## src/rtl/frame_pkg.sv

```systemverilog
// Shared types and constants for the frame sequencer and the 60 Hz divider.
package frame_pkg;

  // Per-frame phase sequence.
  typedef enum logic [1:0] {
    IDLE   = 2'd0,
    ERASE  = 2'd1,
    UPDATE = 2'd2,
    DRAW   = 2'd3
  } frame_state_e;

  localparam int unsigned FRAMES_PER_SEC_DEFAULT = 60;

  // Divider reload for a 60 Hz tick from the 50 MHz system clock.
  localparam int unsigned TICK_LOAD_60HZ = 833333;

endpackage : frame_pkg

```

## src/rtl/frame_timebase.sv

```systemverilog
// Sub-frame counter and seconds counter, advanced once per completed frame.
module frame_timebase
  import frame_pkg::*;
#(
  parameter int unsigned FRAMES_PER_SEC = FRAMES_PER_SEC_DEFAULT,
  parameter int unsigned SEC_W          = 8
) (
  input  logic             clk,
  input  logic             reset_n,
  input  logic             frame_done_i,
  output logic [SEC_W-1:0] seconds_o,
  output logic             sec_pulse_o
);

  localparam int unsigned SUB_W = (FRAMES_PER_SEC > 1) ? $clog2(FRAMES_PER_SEC) : 1;
  localparam logic [SUB_W-1:0] SUB_LAST = SUB_W'(FRAMES_PER_SEC - 1);

  logic [SUB_W-1:0] sub_q, sub_d;
  logic [SEC_W-1:0] sec_q, sec_d;
  logic             pulse_q, pulse_d;

  // Count frames within the second; roll over into seconds on the last one.
  always_comb begin
    sub_d   = sub_q;
    sec_d   = sec_q;
    pulse_d = 1'b0;
    if (frame_done_i) begin
      if (sub_q == SUB_LAST) begin
        sub_d   = '0;
        sec_d   = sec_q + SEC_W'(1);
        pulse_d = 1'b1;
      end else begin
        sub_d = sub_q + SUB_W'(1);
      end
    end
  end

  // Timebase registers.
  always_ff @(posedge clk) begin
    if (!reset_n) begin
      sub_q   <= '0;
      sec_q   <= '0;
      pulse_q <= 1'b0;
    end else begin
      sub_q   <= sub_d;
      sec_q   <= sec_d;
      pulse_q <= pulse_d;
    end
  end

  assign seconds_o   = sec_q;
  assign sec_pulse_o = pulse_q;

endmodule : frame_timebase

```

## src/rtl/frame_sequencer.sv

```systemverilog
// Turns each accepted frame tick into an ordered erase/update/draw handshake.
module frame_sequencer
  import frame_pkg::*;
#(
  parameter int unsigned FRAMES_PER_SEC = FRAMES_PER_SEC_DEFAULT,
  parameter int unsigned FRAME_W        = 16,
  parameter int unsigned SEC_W          = 8
) (
  input  logic               clk,
  input  logic               reset_n,
  input  logic               enable,
  input  logic               tick,
  input  logic               erase_done,
  input  logic               update_done,
  input  logic               draw_done,
  output logic               erase_start,
  output logic               update_start,
  output logic               draw_start,
  output logic               busy,
  output logic [FRAME_W-1:0] frame_count,
  output logic [SEC_W-1:0]   seconds,
  output logic               sec_pulse,
  output logic               overrun
);

  frame_state_e       state_q, state_d;
  logic               erase_start_q, erase_start_d;
  logic               update_start_q, update_start_d;
  logic               draw_start_q, draw_start_d;
  logic               busy_q, busy_d;
  logic [FRAME_W-1:0] frame_cnt_q, frame_cnt_d;
  logic               overrun_q, overrun_d;
  logic               frame_done_c;

  // Phase sequencing; each done is honoured only in its own phase.
  always_comb begin
    state_d        = state_q;
    erase_start_d  = 1'b0;
    update_start_d = 1'b0;
    draw_start_d   = 1'b0;
    frame_cnt_d    = frame_cnt_q;
    overrun_d      = overrun_q;
    frame_done_c   = 1'b0;

    case (state_q)
      IDLE: begin
        if (tick && enable) begin
          state_d       = ERASE;
          erase_start_d = 1'b1;
        end
      end
      ERASE: begin
        if (erase_done) begin
          state_d        = UPDATE;
          update_start_d = 1'b1;
        end
      end
      UPDATE: begin
        if (update_done) begin
          state_d      = DRAW;
          draw_start_d = 1'b1;
        end
      end
      DRAW: begin
        if (draw_done) begin
          state_d      = IDLE;
          frame_cnt_d  = frame_cnt_q + FRAME_W'(1);
          frame_done_c = 1'b1;
        end
      end
      default: state_d = IDLE;
    endcase

    // An accepted tick while a frame is in flight (even on its last cycle) is lost.
    if (tick && enable && (state_q != IDLE)) begin
      overrun_d = 1'b1;
    end

    busy_d = (state_d != IDLE);
  end

  // State and output registers.
  always_ff @(posedge clk) begin
    if (!reset_n) begin
      state_q        <= IDLE;
      erase_start_q  <= 1'b0;
      update_start_q <= 1'b0;
      draw_start_q   <= 1'b0;
      busy_q         <= 1'b0;
      frame_cnt_q    <= '0;
      overrun_q      <= 1'b0;
    end else begin
      state_q        <= state_d;
      erase_start_q  <= erase_start_d;
      update_start_q <= update_start_d;
      draw_start_q   <= draw_start_d;
      busy_q         <= busy_d;
      frame_cnt_q    <= frame_cnt_d;
      overrun_q      <= overrun_d;
    end
  end

  frame_timebase #(
    .FRAMES_PER_SEC (FRAMES_PER_SEC),
    .SEC_W          (SEC_W)
  ) u_timebase (
    .clk          (clk),
    .reset_n      (reset_n),
    .frame_done_i (frame_done_c),
    .seconds_o    (seconds),
    .sec_pulse_o  (sec_pulse)
  );

  assign erase_start  = erase_start_q;
  assign update_start = update_start_q;
  assign draw_start   = draw_start_q;
  assign busy         = busy_q;
  assign frame_count  = frame_cnt_q;
  assign overrun      = overrun_q;

endmodule : frame_sequencer
```

## config.mk

```make
export PLATFORM = sky130hd
export DESIGN_NAME = frame_sequencer
export DESIGN_NICKNAME = d
export VERILOG_FILES = /design/src/rtl/frame_pkg.sv /design/src/rtl/frame_timebase.sv /design/src/rtl/frame_sequencer.sv
export SDC_FILE = /design/constraint.sdc
export NUM_CORES = 1
export LEC_CHECK = 0
export CAP_MARGIN = 20
export CORE_AREA = 2 2 45 88
export DETAILED_ROUTE_END_ITERATION = 10
export DIE_AREA = 0 0 47 90
export GPL_TIMING_DRIVEN = 0
export PLACE_DENSITY = 0.76
export SYNTH_ARGS = -nofsm -noshare
export SYNTH_HDL_FRONTEND = slang
export SYNTH_SLANG_ARGS = --single-unit
```

## constraint.sdc

```tcl
create_clock -name clk -period 2.6 [get_ports clk]
set_clock_uncertainty 0.2 [all_clocks]
set_input_delay 0.26 -clock clk [delete_from_list [all_inputs] [get_ports clk]]
set_output_delay 0.26 -clock clk [all_outputs]
set_load 0.005 [all_outputs]
```

# --- Word level (Yosys, flattened, before mapping) ---
# Cells that the tools add are included.
word_totals:
  regBits: 38
  output_inout_bits: 30
  wordCells: 40
classes:
  addsub: 3
  n_eq_ne: 4
  n_mux: 12
  n_reduce_logical: 11
op_table:
  columns: ["operator", "n"]
  rows:
  - ["16-bit by 1-bit adder with 16-bit output (second input constant)", 1]
  - ["2-bit AND reduction", 6]
  - ["8-bit by 1-bit adder with 8-bit output (second input constant)", 1]
  - ["2-bit 2-to-1 mux", 4]
  - ["2-bit case mux with 4 select lines", 1]
  - ["6-bit by 1-bit adder with 6-bit output (second input constant)", 1]
  - ["6-bit == test (second input constant)", 1]
  - ["1-bit 2-to-1 mux", 6]
  - ["6-bit 2-to-1 mux", 1]
  - ["2-bit == test (second input constant)", 2]
  - ["2-bit nonzero test", 2]
  - ["2-bit by 1-bit == test with 1-bit output (second input constant)", 1]
  - ["1-bit logical AND", 2]
  - ["2-bit zero test", 1]

# --- Depth between registers and ports, before layout ---
# Gate-level depths: netlist of run 1.
logic_depth:
  word_depth: 4
  depth_mapped: 5
  mapped_depth_nobuf: 5

# --- Cells and area by module ---
# A second synthesis of run 1 with hierarchy kept.
unflattened:
  hier_cells: 188
  area_unflattened_um2: 1746.7
by_module_without_submodules:
  columns: ["module", "instances", "cells_each", "area_per_inst_um2"]
  rows:
  - ["frame_sequencer", 1, 112, 1054.8]
  - ["frame_timebase", 1, 76, 691.9]

# --- Worst setup path after synthesis of run 1 ---
# Ideal clock, no wire load.
synth_timing:
  path_type: "reg-to-reg"
  startpoint: "register frame_cnt_q[0], in the netlist frame_count[0]"
  endpoint: "register frame_cnt_q[10], in the netlist frame_count[10]"
  setup_ps: 70
  arrival_time_ps: 1625
  slack_ps: 705
  path_stages_with_launch: 6
  n_path_buf: 0
  synth_period_minus_slack_ps: 1895
  cell_sequence: "dfxtp_1 ha_1 nand4_4 or4b_4 or3_1 a21oi_1"
synth_via:
  elab_chain_len: 1
synth_rtl:
  columns: ["item", "line", "rtl"]
  rows:
  - ["start: declaration", "frame_sequencer.sv:31", "logic [FRAME_W-1:0] frame_cnt_q, frame_cnt_d;"]
  - ["start signal: assignment", "frame_sequencer.sv:98", "frame_cnt_q <= frame_cnt_d;"]
  - ["16-bit by 1-bit adder with 16-bit output", "frame_sequencer.sv:67", "frame_cnt_d = frame_cnt_q + FRAME_W'(1);"]
# No other way between the ends.
# A chain may end at the register's enable or synchronous reset.

# --- Worst setup path in the final report of run 1 ---
layout_timing:
  startpoint: "input draw_done"
  endpoint: "register frame_cnt_q[15], in the netlist frame_count[15]"
layout_via:
  elab_chain_len: 1
layout_rtl:
  columns: ["item", "line", "rtl"]
  rows:
  - ["start: declaration", "frame_sequencer.sv:15", "input logic draw_done,"]
  - ["2-bit AND reduction (no line)", null, null]
# No other way between the ends.

==> metrics.csv, run 1 <==
metric,value,unit
leading area contributor after synthesis,dfxtp_1,
synthesis-to-layout area growth,29.9,%
synth top area cells,"dfxtp_1 44%, xnor2_1 6.1%, nor2_1 5.9%",
via count,1519,
Cell Int Power,0.829,mW
initial antenna violation count,0,
data arrival time of the worst path,2040,ps
Syn. warnings,0,
number of antenna-violating nets in the routed design,0,
# DRC,0,
Seq pwr share,55.3,%
Synth Instances,195,
P per Cell Area,480,mW/mm²
1st-iter DRT viols,22,
CTS Hold Buffers Added,0,
Final Setup Violations,0,
Initial Util,48.1,%
worst min path class,flip-flop to flip-flop,
slowest library cell on the worst path,clkdlybuf4s50_1,
# IOs,37,
Main synth FF type,dfxtp_1,
Placed Area,0.00214,mm²
number of H-tree levels,2,
fin util,62.5,%
clock input transition at the sequential cells of the worst setup and hold paths,70,ps
postcts setup bufs,0,
Clk pwr share,39.5,%
Adder-Cell Fraction of Synth Area,2.18,%
Std-Cell Rows,31,
TritonRoute pass-1 iters,4,
gr usage total,19.0,%
Max stage delay on crit path,650,ps
fraction of layout cells with a size suffix above 1,8.37,%
dpl hpwl,2790,µm
post-route design area,0.00223,mm²
XOR/XNOR Fraction of Synth Area,8.67,%
main combinational cell family by area after synthesis,simple AND/OR/NAND/NOR gates,
FF-to-FF End,frame_count[10],
Fmax,488,MHz
"Seq/Total Area, Yosys",44.3,%
Syn Area/Cell,8.81,µm²
post-synth net total,205,
switch share,22.6,%
share of the synthesized area in the top cell type,44.3,%
"reg-to-reg slack, setup",560,ps
Max Cap Viol,0,
Hold Path Stages,2,
CTS sink cnt,38,
Fin Hold WS,276,ps
setup TNS,0,ps
FILL cells,345,
Peak VDD IR,0.465,mV
Bufs on Longest Clock Path,2,
# resized after CTS,0,
post-layout min period,2050,ps
Max transition margin,64.4,%
global-route wire length before repair,5870,µm
synth unique cells,42,
Reg2Reg Launch Point,frame_count[0],
Register Area,761,µm²
Mapped Area,0.00172,mm²
Simple-Gate Fraction of Synth Area,32.1,%
WL final,3650,µm
WS Path Type,input port to flip-flop,
leakage power,0.796,nW
width of the die,47,µm
post-synthesis async set-or-reset flop share,0,%
grt total ovfl,0,
complex-gate fraction of the synthesized area,8.38,%
Critical Path RT,2590,ps
Min-Delay Endpoint,u_timebase.sub_q[1],
Post-synth top cells,"38 x dfxtp_1, 27 x nor2_1, 16 x nand2_1",
Die Y,90,µm
Yosys reg bits,38,
Nets,248,
Post-synth EDFFs,0,
Final period util,78.8,%
max-slew violation count,0,
pin count of the biggest net entering global routing,12,
Least-Margin Pin Slew,530,ps
diode count,0,
Net Switching,0.242,mW
number of CTS-inserted buffers,5,
die area,0.00423,mm²
Final Hold Fails,0,
RSZ-0062 raised after global routing,no,
footprint of the multi-input gates,912,µm²
IO Port Bufs,36,
CP Capture Type,flip-flop,
"count leader, synth",dfxtp_1,
Via density,5.27,
outcome,finished clean,
Hold Crit Start,u_timebase.sub_q[1],
core area,0.00357,mm²
Worst Path Max Fanout,10,
CP startpoint kind,input port,
post-layout worst setup margin,551,ps
root buffer cell,clkbuf_8,
per-cell routed wire length,12.7,µm
Worst-Skew Late Latency,300,ps
mux cell area share after synthesis,1.75,%
critical path cell sequence,"clkdlybuf4s50_1, nand3_2, nor4_1, nand3_1, mux2i_1",
Comb power frac,5.2,%
vias in the first global route,1345,
DP Worst Slack,221,ps
RD Place Congestion,0.804,
CTS tree,yes,
Reg2Reg Depth,5,
placed cells by master, fill, tap and decap left out, drive strengths merged, types with 10 or more instances in the layout:
master / instances
a21oi: 10
clkdlybuf4s50: 36
clkbuf: 11
dfxtp: 38
nor2: 27
nand4: 11
xnor2: 12
nand3: 12
nand2: 16
state kept, by name, indices dropped and copies added (netlist names), 2 cells and up:
signal,cells
frame_count,16
u_timebase.seconds_o,8
u_timebase.sub_q,6
state_q,2
per-stage QoR:
stage                     std cells  power [mW]
after global placement          280       0.662
after floorplan                 195       0.634
after global routing            288        1.11
after detailed placement        280       0.662
final                           288        1.07
after CTS                       288        1.08
worst max-delay path: cells and delay by family:
kind                   cells  cell delay (ps)
buffers and inverters      1              650
multiplexers               1              140
AND/OR/NAND/NOR            3              980
kinds of logic (layout without fill, tap and decap cells):
group | Yosys count | count (layout)
AO/OA/AOI/OAI | 24 | 24
XOR/XNOR | 17 | 17
adder cells (fa/ha/maj) | 3 | 3
buffers and inverters | 10 | 54
flip-flops | 38 | 38
multiplexers | 3 | 3
AND/OR/NAND/NOR | 100 | 100
per-layer routing:
| layer | GRT usage, % | part of all wire, % | vias to the layer above |
|---|---|---|---|
| met5 | 0 | 0 | - |
| met4 | 9.95 | 3.0 | 0 |
| met3 | 4.82 | 3.4 | 7 |
| met2 | 33.0 | 54 | 35 |
| met1 | 18.8 | 39 | 701 |
| li1 | - | - | 776 |
power groups by stage:
stage / logic (mW) / registers, mW / clock network, mW
6_report: 0.0553 / 0.593 / 0.423
5_1_grt: 0.0605 / 0.593 / 0.455
4_1_cts: 0.0563 / 0.593 / 0.432
3_5_place_dp: 0.0561 / 0.606 / 0
3_3_place_gp: 0.0558 / 0.606 / 0
2_1_floorplan: 0.0279 / 0.606 / 0
worst max-delay path by stage:
stage / startpoint / endpoint / slack (ps) / depth (start not counted)
final: draw_done / frame_count[15] / 550 / 5
after CTS: draw_done / frame_count[15] / 530 / 5
after floorplan: frame_count[0] / frame_count[10] / 700 / 5
after global placement: draw_done / frame_count[15] / 240 / 5
after global routing: draw_done / frame_count[15] / 380 / 5
after detailed placement: draw_done / frame_count[15] / 220 / 5
final cells by class:
cell class | instances | area share [%]
tap | 49 | 2.75
inverter | 3 | 0.505
sequential | 38 | 34.1
multi-input combinational | 147 | 40.9
buffer | 7 | 1.51
timing repair buffer | 36 | 16.2
clock buffer | 7 | 3.87
clock inverter | 1 | 0.224
Note: power is estimated with default switching activity, not from simulation.
==> run 2, diff against run 1 <==
==> constraint.sdc (replaced) <==
create_clock -name clk -period 2 [get_ports clk]
set_clock_uncertainty 0.2 [all_clocks]
set_input_delay 0.2 -clock clk [delete_from_list [all_inputs] [get_ports clk]]
set_output_delay 0.2 -clock clk [all_outputs]
set_load 0.005 [all_outputs]
==> run 2 against run 1 <==
Hold slack got worse by 38 ps. Largest power group unchanged. Critical path depth unchanged. Design area increased by 1.3%. Critical path type is now flip-flop to flip-flop. Cell count unchanged. Register-to-register slack got worse by 470 ps. Non-clock buffer count unchanged. Highest routed layer unchanged. Combinational power increased by 30%. Sequential power increased by 30%.
==> metrics.csv, run 2 (synthesis results as in run 1) <==
metric,value,unit,change
synthesis-to-layout area growth,31.5,%,was 29.9%
CTS sink cnt,38,,unchanged
die area,0.00423,mm²,unchanged
Via density,5.22,,was 5.27
via count,1504,,was 1519
Nets,248,,unchanged
leakage power,0.802,nW,was 0.796 nW
post-layout min period,1910,ps,
grt total ovfl,0,,unchanged
WL final,3690,µm,was 3650 µm
Final period util,95.3,%,
initial antenna violation count,0,,unchanged
Max Cap Viol,0,,unchanged
Fmax,525,MHz,
Critical Path RT,2030,ps,was 2590 ps
total power,1.39,mW,was 1.07 mW
Max transition margin,68.1,%,was 64.4%
# IOs,37,,unchanged
RD Place Congestion,0.804,,unchanged
Final Hold Fails,0,,unchanged
max-slew violation count,0,,unchanged
Die Y,90,µm,unchanged
P per Cell Area,616,mW/mm²,was 480 mW/mm²
post-layout worst setup margin,94.1,ps,was 551 ps
number of H-tree levels,2,,unchanged
Fin Hold WS,237,ps,was 276 ps
clock input transition at the sequential cells of the worst setup and hold paths,70,ps,about the same
RSZ-0062 raised after global routing,yes,,was no
Bufs on Longest Clock Path,2,,unchanged
critical path cell sequence,"ha_4, nand4_4, or4b_4, or3_1, a21oi_1",,"was clkdlybuf4s50_1, nand3_2, nor4_1, nand3_1, mux2i_1"
most common library cell in the layout ignoring fill and taps,dfxtp_1,,unchanged
width of the die,47,µm,unchanged
Peak VDD IR,0.604,mV,was 0.465 mV
CTS tree,yes,,unchanged
cell total after placement,280,,unchanged
per-cell routed wire length,12.8,µm,was 12.7 µm
slowest library cell on the worst path,or4b_4,,was clkdlybuf4s50_1
CTS Hold Buffers Added,0,,unchanged
# DRC,0,,unchanged
non-filler instance count after layout,288,,unchanged
"commonest cells after routing, fill and taps aside","36 x dfxtp_1, 35 x clkdlybuf4s50_1, 27 x nor2_1, 16 x nand2_1, 12 x xnor2_1",,"was 38 x dfxtp_1, 36 x clkdlybuf4s50_1, 27 x nor2_1, 16 x nand2_1, 12 x xnor2_1"
Initial Util,48.1,%,unchanged
setup TNS,0,ps,unchanged
TritonRoute pass-1 iters,4,,unchanged
CP startpoint kind,flip-flop,,was input port
worst min path class,input port to flip-flop,,was flip-flop to flip-flop
Final Setup Violations,0,,unchanged
gr usage total,18.9,%,was 19.0%
footprint of the multi-input gates,936,µm²,was 912 µm²
FILL cells,339,,was 345
1st-iter DRT viols,14,,was 22
number of antenna-violating nets in the routed design,0,,unchanged
post-route design area,0.00226,mm²,was 0.00223 mm²
pin count of the biggest net entering global routing,12,,unchanged
vias in the first global route,1336,,was 1345
postcts setup bufs,0,,unchanged
Worst-Skew Late Latency,300,ps,about the same
DP Worst Slack,-319,ps,was 221 ps
WS Path Type,flip-flop to flip-flop,,was input port to flip-flop
diode count,0,,unchanged
number of CTS-inserted buffers,5,,unchanged
global-route wire length before repair,5850,µm,was 5870 µm
fraction of layout cells with a size suffix above 1,10.5,%,was 8.37%
Placed Area,0.00214,mm²,unchanged
Worst Path Max Fanout,4,,was 10
core area,0.00357,mm²,unchanged
dpl hpwl,2790,µm,unchanged
IO Port Bufs,36,,unchanged
outcome,finished clean,,unchanged
Max stage delay on crit path,520,ps,was 650 ps
Least-Margin Pin Slew,479,ps,was 530 ps
data arrival time of the worst path,1940,ps,was 2040 ps
Std-Cell Rows,31,,unchanged
# resized after CTS,3,,was 0
fin util,63.3,%,was 62.5%
root buffer cell,clkbuf_8,,unchanged
CP Capture Type,flip-flop,,unchanged
max reg flops,16,,unchanged
Register Area,763,µm²,was 761 µm²
-- run 2: worst paths after layout --
| path | slack [ps] | end | startpoint | cells past startpoint |
|---|---|---|---|---|
| max | 90 | frame_count[10] | frame_count[0] | 5 |
| min | 240 | frame_count[2] | draw_done | 4 |
| max reg2reg | 90 | frame_count[10] | frame_count[0] | 5 |
| min reg2reg | 280 | u_timebase.sub_q[1] | u_timebase.sub_q[1] | 2 |
-- run 2: where the power goes --
group / leakage (nW) / internal (mW) / switching (mW) / total (mW)
Combinational: 0.446 / 0.0349 / 0.0369 / 0.0718
Sequential: 0.308 / 0.765 / 0.00560 / 0.770
Clock: 0.0482 / 0.278 / 0.272 / 0.550
Total: 0.802 / 1.08 / 0.315 / 1.39
-- run 2: routing by layer --
| metal | up-vias | GRT usage (%) | part of all wire (%) |
|---|---|---|---|
| met5 | - | 0 | 0 |
| li1 | 777 | - | - |
| met4 | 0 | 9.95 | 3.0 |
| met1 | 687 | 18.8 | 39 |
| met3 | 7 | 4.82 | 3.1 |
| met2 | 33 | 32.8 | 55 |
-- run 2: worst max-delay path: cells and delay by family (launching register included) --
family | cells | cell delay, ps
AO/OA/AOI/OAI | 1 | 140
adder cells (fa/ha/maj) | 1 | 170
flip-flops | 1 | 390
AND/OR/NAND/NOR | 3 | 940
-- run 2: final cells by class --
cell class / instances / share of cell area [%]
Inverter: 3 / 0.498
Clock buffer: 7 / 3.82
Sequential cell: 38 / 33.8
Multi-Input combinational cell: 147 / 41.4
Clock inverter: 1 / 0.221
Timing Repair Buffer: 36 / 16.1
Buffer: 7 / 1.50
Tap cell: 49 / 2.71
==> run 3, diff against run 2 <==
--- a/config.mk
+++ b/config.mk
@@ -6,11 +6,13 @@
 export NUM_CORES = 1
 export LEC_CHECK = 0
 export CAP_MARGIN = 20
-export CORE_AREA = 2 2 45 88
+export CELL_PAD_IN_SITES_DETAIL_PLACEMENT = 1
+export CELL_PAD_IN_SITES_GLOBAL_PLACEMENT = 1
+export CORE_AREA = 2 2 52 102
 export DETAILED_ROUTE_END_ITERATION = 10
-export DIE_AREA = 0 0 47 90
+export DIE_AREA = 0 0 54 104
 export GPL_TIMING_DRIVEN = 0
-export PLACE_DENSITY = 0.76
+export PLACE_DENSITY_LB_ADDON = 0.1
 export SYNTH_ARGS = -nofsm -noshare
 export SYNTH_HDL_FRONTEND = slang
 export SYNTH_SLANG_ARGS = --single-unit
==> run 3 against run 2 <==
Cell count up 2.8%. Hold slack improved by 40 ps. Register-to-register slack lost 40 ps. Flip-flop and latch count unchanged. Largest cell class unchanged. Total power grew 0.50%. Wire length grew 29%. Clock-buffer cell count unchanged. Global-route usage decreased by 0.12 points. Design area rose by 3.2%. Non-clock buffer count did not move. Critical endpoint unchanged. Die area is 33% higher. Sequential share of layout area shrank 0.87 points.
==> metrics.csv, run 3 (synthesis results as in run 1) <==
metric,value,unit,change
M1 WL,1690,µm,was 1430 µm
RD Place Congestion,0.761,,was 0.804
# DRC,0,,unchanged
grt total ovfl,0,,unchanged
Placed Area,0.00215,mm²,was 0.00214 mm²
"commonest cells after routing, fill and taps aside","35 x dfxtp_1, 35 x clkdlybuf4s50_1, 27 x nor2_1, 16 x nand2_1, 12 x xnor2_1",,"was 36 x dfxtp_1, 35 x clkdlybuf4s50_1, 27 x nor2_1, 16 x nand2_1, 12 x xnor2_1"
Least-Margin Pin Slew,523,ps,was 479 ps
via count,1582,,was 1504
Max stage delay on crit path,490,ps,was 520 ps
Fmax,515,MHz,was 525 MHz
WS Path Type,flip-flop to flip-flop,,unchanged
Via density,5.34,,was 5.22
CP startpoint kind,flip-flop,,unchanged
width of the die,54,µm,was 47 µm
number of antenna-violating nets in the routed design,0,,unchanged
Reg2Reg Depth,5,,unchanged
Comb power frac,5.4,%,was 5.2%
Std-Cell Rows,36,,was 31
Critical Path RT,2030,ps,about the same
setup TNS,0,ps,unchanged
fin util,47.9,%,was 63.3%
die area,0.00562,mm²,was 0.00423 mm²
Bufs on Longest Clock Path,2,,unchanged
"reg-to-reg slack, setup",60,ps,was 90 ps
Initial Util,35.3,%,was 48.1%
fraction of layout cells with a size suffix above 1,12.1,%,was 10.5%
1st-iter DRT viols,11,,was 14
root buffer cell,clkbuf_8,,unchanged
postcts setup bufs,0,,unchanged
post-layout min period,1940,ps,was 1910 ps
WL final,4770,µm,was 3690 µm
Max transition margin,65.1,%,was 68.1%
routed wl met3,122,µm,was 116 µm
RSZ-0062 raised after global routing,yes,,unchanged
Worst-Skew Late Latency,290,ps,was 300 ps
Worst Path Max Fanout,7,,was 4
worst path bufs/invs,1,,was 0
max reg flops,16,,unchanged
Hold Crit Start,frame_count[15],,was draw_done
gr usage total,18.8,%,was 18.9%
core area,0.00486,mm²,was 0.00357 mm²
diode count,0,,unchanged
Min-Delay Endpoint,frame_count[15],,was frame_count[2]
Net Switching,0.323,mW,was 0.315 mW
max-slew violation count,0,,unchanged
pin count of the biggest net entering global routing,12,,unchanged
Reg2Reg Launch Point,frame_count[3],,was frame_count[0]
outcome,finished clean,,unchanged
switch share,23.1,%,was 22.6%
leakage power,0.852,nW,was 0.802 nW
Hold Path Stages,2,,was 4
Seq pwr share,55.0,%,was 55.3%
Cell Int Power,1.08,mW,about the same
dpl hpwl,3650,µm,was 2790 µm
P per Cell Area,600,mW/mm²,was 616 mW/mm²
CP Capture Type,flip-flop,,unchanged
synthesis-to-layout area growth,35.7,%,was 31.5%
per-cell routed wire length,16.1,µm,was 12.8 µm
post-route design area,0.00233,mm²,was 0.00226 mm²
Final Setup Violations,0,,unchanged
top sig layer,met4,,unchanged
Final Hold Fails,0,,unchanged
slowest library cell on the worst path,or4b_4,,unchanged
IO Port Bufs,36,,unchanged
critical path cell sequence,"clkbuf_4, and3_4, or4b_4, or3_1, a21oi_1",,"was ha_4, nand4_4, or4b_4, or3_1, a21oi_1"
vias in the first global route,1715,,was 1336
Final period util,97.2,%,was 95.3%
global-route wire length before repair,7910,µm,was 5850 µm
FILL cells,591,,was 339
number of H-tree levels,2,,unchanged
Crit path max-delay family,simple AND/OR/NAND/NOR gates,,unchanged
initial antenna violation count,0,,unchanged
# IOs,37,,unchanged
WP depth,5,,unchanged
CTS sink cnt,38,,unchanged
Max Cap Viol,0,,unchanged
worst min path class,flip-flop to flip-flop,,was input port to flip-flop
wire length on met2,2860,µm,was 2040 µm
data arrival time of the worst path,1970,ps,was 1940 ps
number of CTS-inserted buffers,5,,unchanged
Nets,248,,unchanged
clock input transition at the sequential cells of the worst setup and hold paths,80,ps,was 70 ps
Die Y,104,µm,was 90 µm
CTS tree,yes,,unchanged
FF-to-FF End,frame_count[10],,unchanged
Clk pwr share,39.6,%,was 39.5%
TritonRoute pass-1 iters,4,,unchanged
Peak VDD IR,0.363,mV,was 0.604 mV
[run 3: cell type report]
type | count | area, µm² | share of cell area (%)
inverters | 3 | 11.3 | 0.483
clock inverters | 1 | 5.00 | 0.215
repair buffers | 36 | 359 | 15.4
flip-flops and latches | 38 | 767 | 32.9
plain buffers | 7 | 36.3 | 1.56
multi-input cells | 147 | 995 | 42.7
clock buffers | 7 | 86.3 | 3.70
well taps | 57 | 71.3 | 3.06
[run 3: worst min-delay path: cells and delay by family, from the launching register on]
kind             cells  cell delay, ps
flip-flops           1             320
multiplexers         1              60
AND/OR/NAND/NOR      1              50
[run 3: power by group through the flow]
stage               clock, mW  combinational, mW  sequential [mW]
global route            0.605             0.0836            0.772
finish                  0.554             0.0754            0.770
global placement            0             0.0740            0.788
floorplan                   0             0.0362            0.788
detailed placement          0             0.0753            0.789
CTS                     0.570             0.0747            0.771
[run 3: how the worst max path moves through the flow]
stage / slack [ps] / from / end
after floorplan: 100 / frame_count[0] / frame_count[10]
after global placement: -550 / draw_done / frame_count[15]
after detailed placement: -590 / draw_done / frame_count[15]
after CTS: 8 / frame_count[1] / frame_count[10]
after global routing: -6 / frame_count[3] / frame_count[10]
final: 60 / frame_count[3] / frame_count[10]
[run 3: routing by layer]
metal  vias to the layer above  GRT usage, %
li1                        769             -
met1                       770          18.2
met2                        35          35.9
met3                         8          3.59
met4                         0          6.61
met5                         -             0
[run 3: through the flow]
step	hold slack (ps)	instances	setup WS [ps]	total power, mW
finish	277	296	56.9	1.40
global placement	257	288	-552	0.862
CTS	281	296	7.58	1.42
detailed placement	272	288	-594	0.864
global route	312	296	-5.70	1.46
floorplan	150	195	105	0.824
[run 3: what timing repair did]
action	in CTS	in global routing
setup endpoints to repair	6	6
gates resized for setup	7	13
hold buffers	0	0
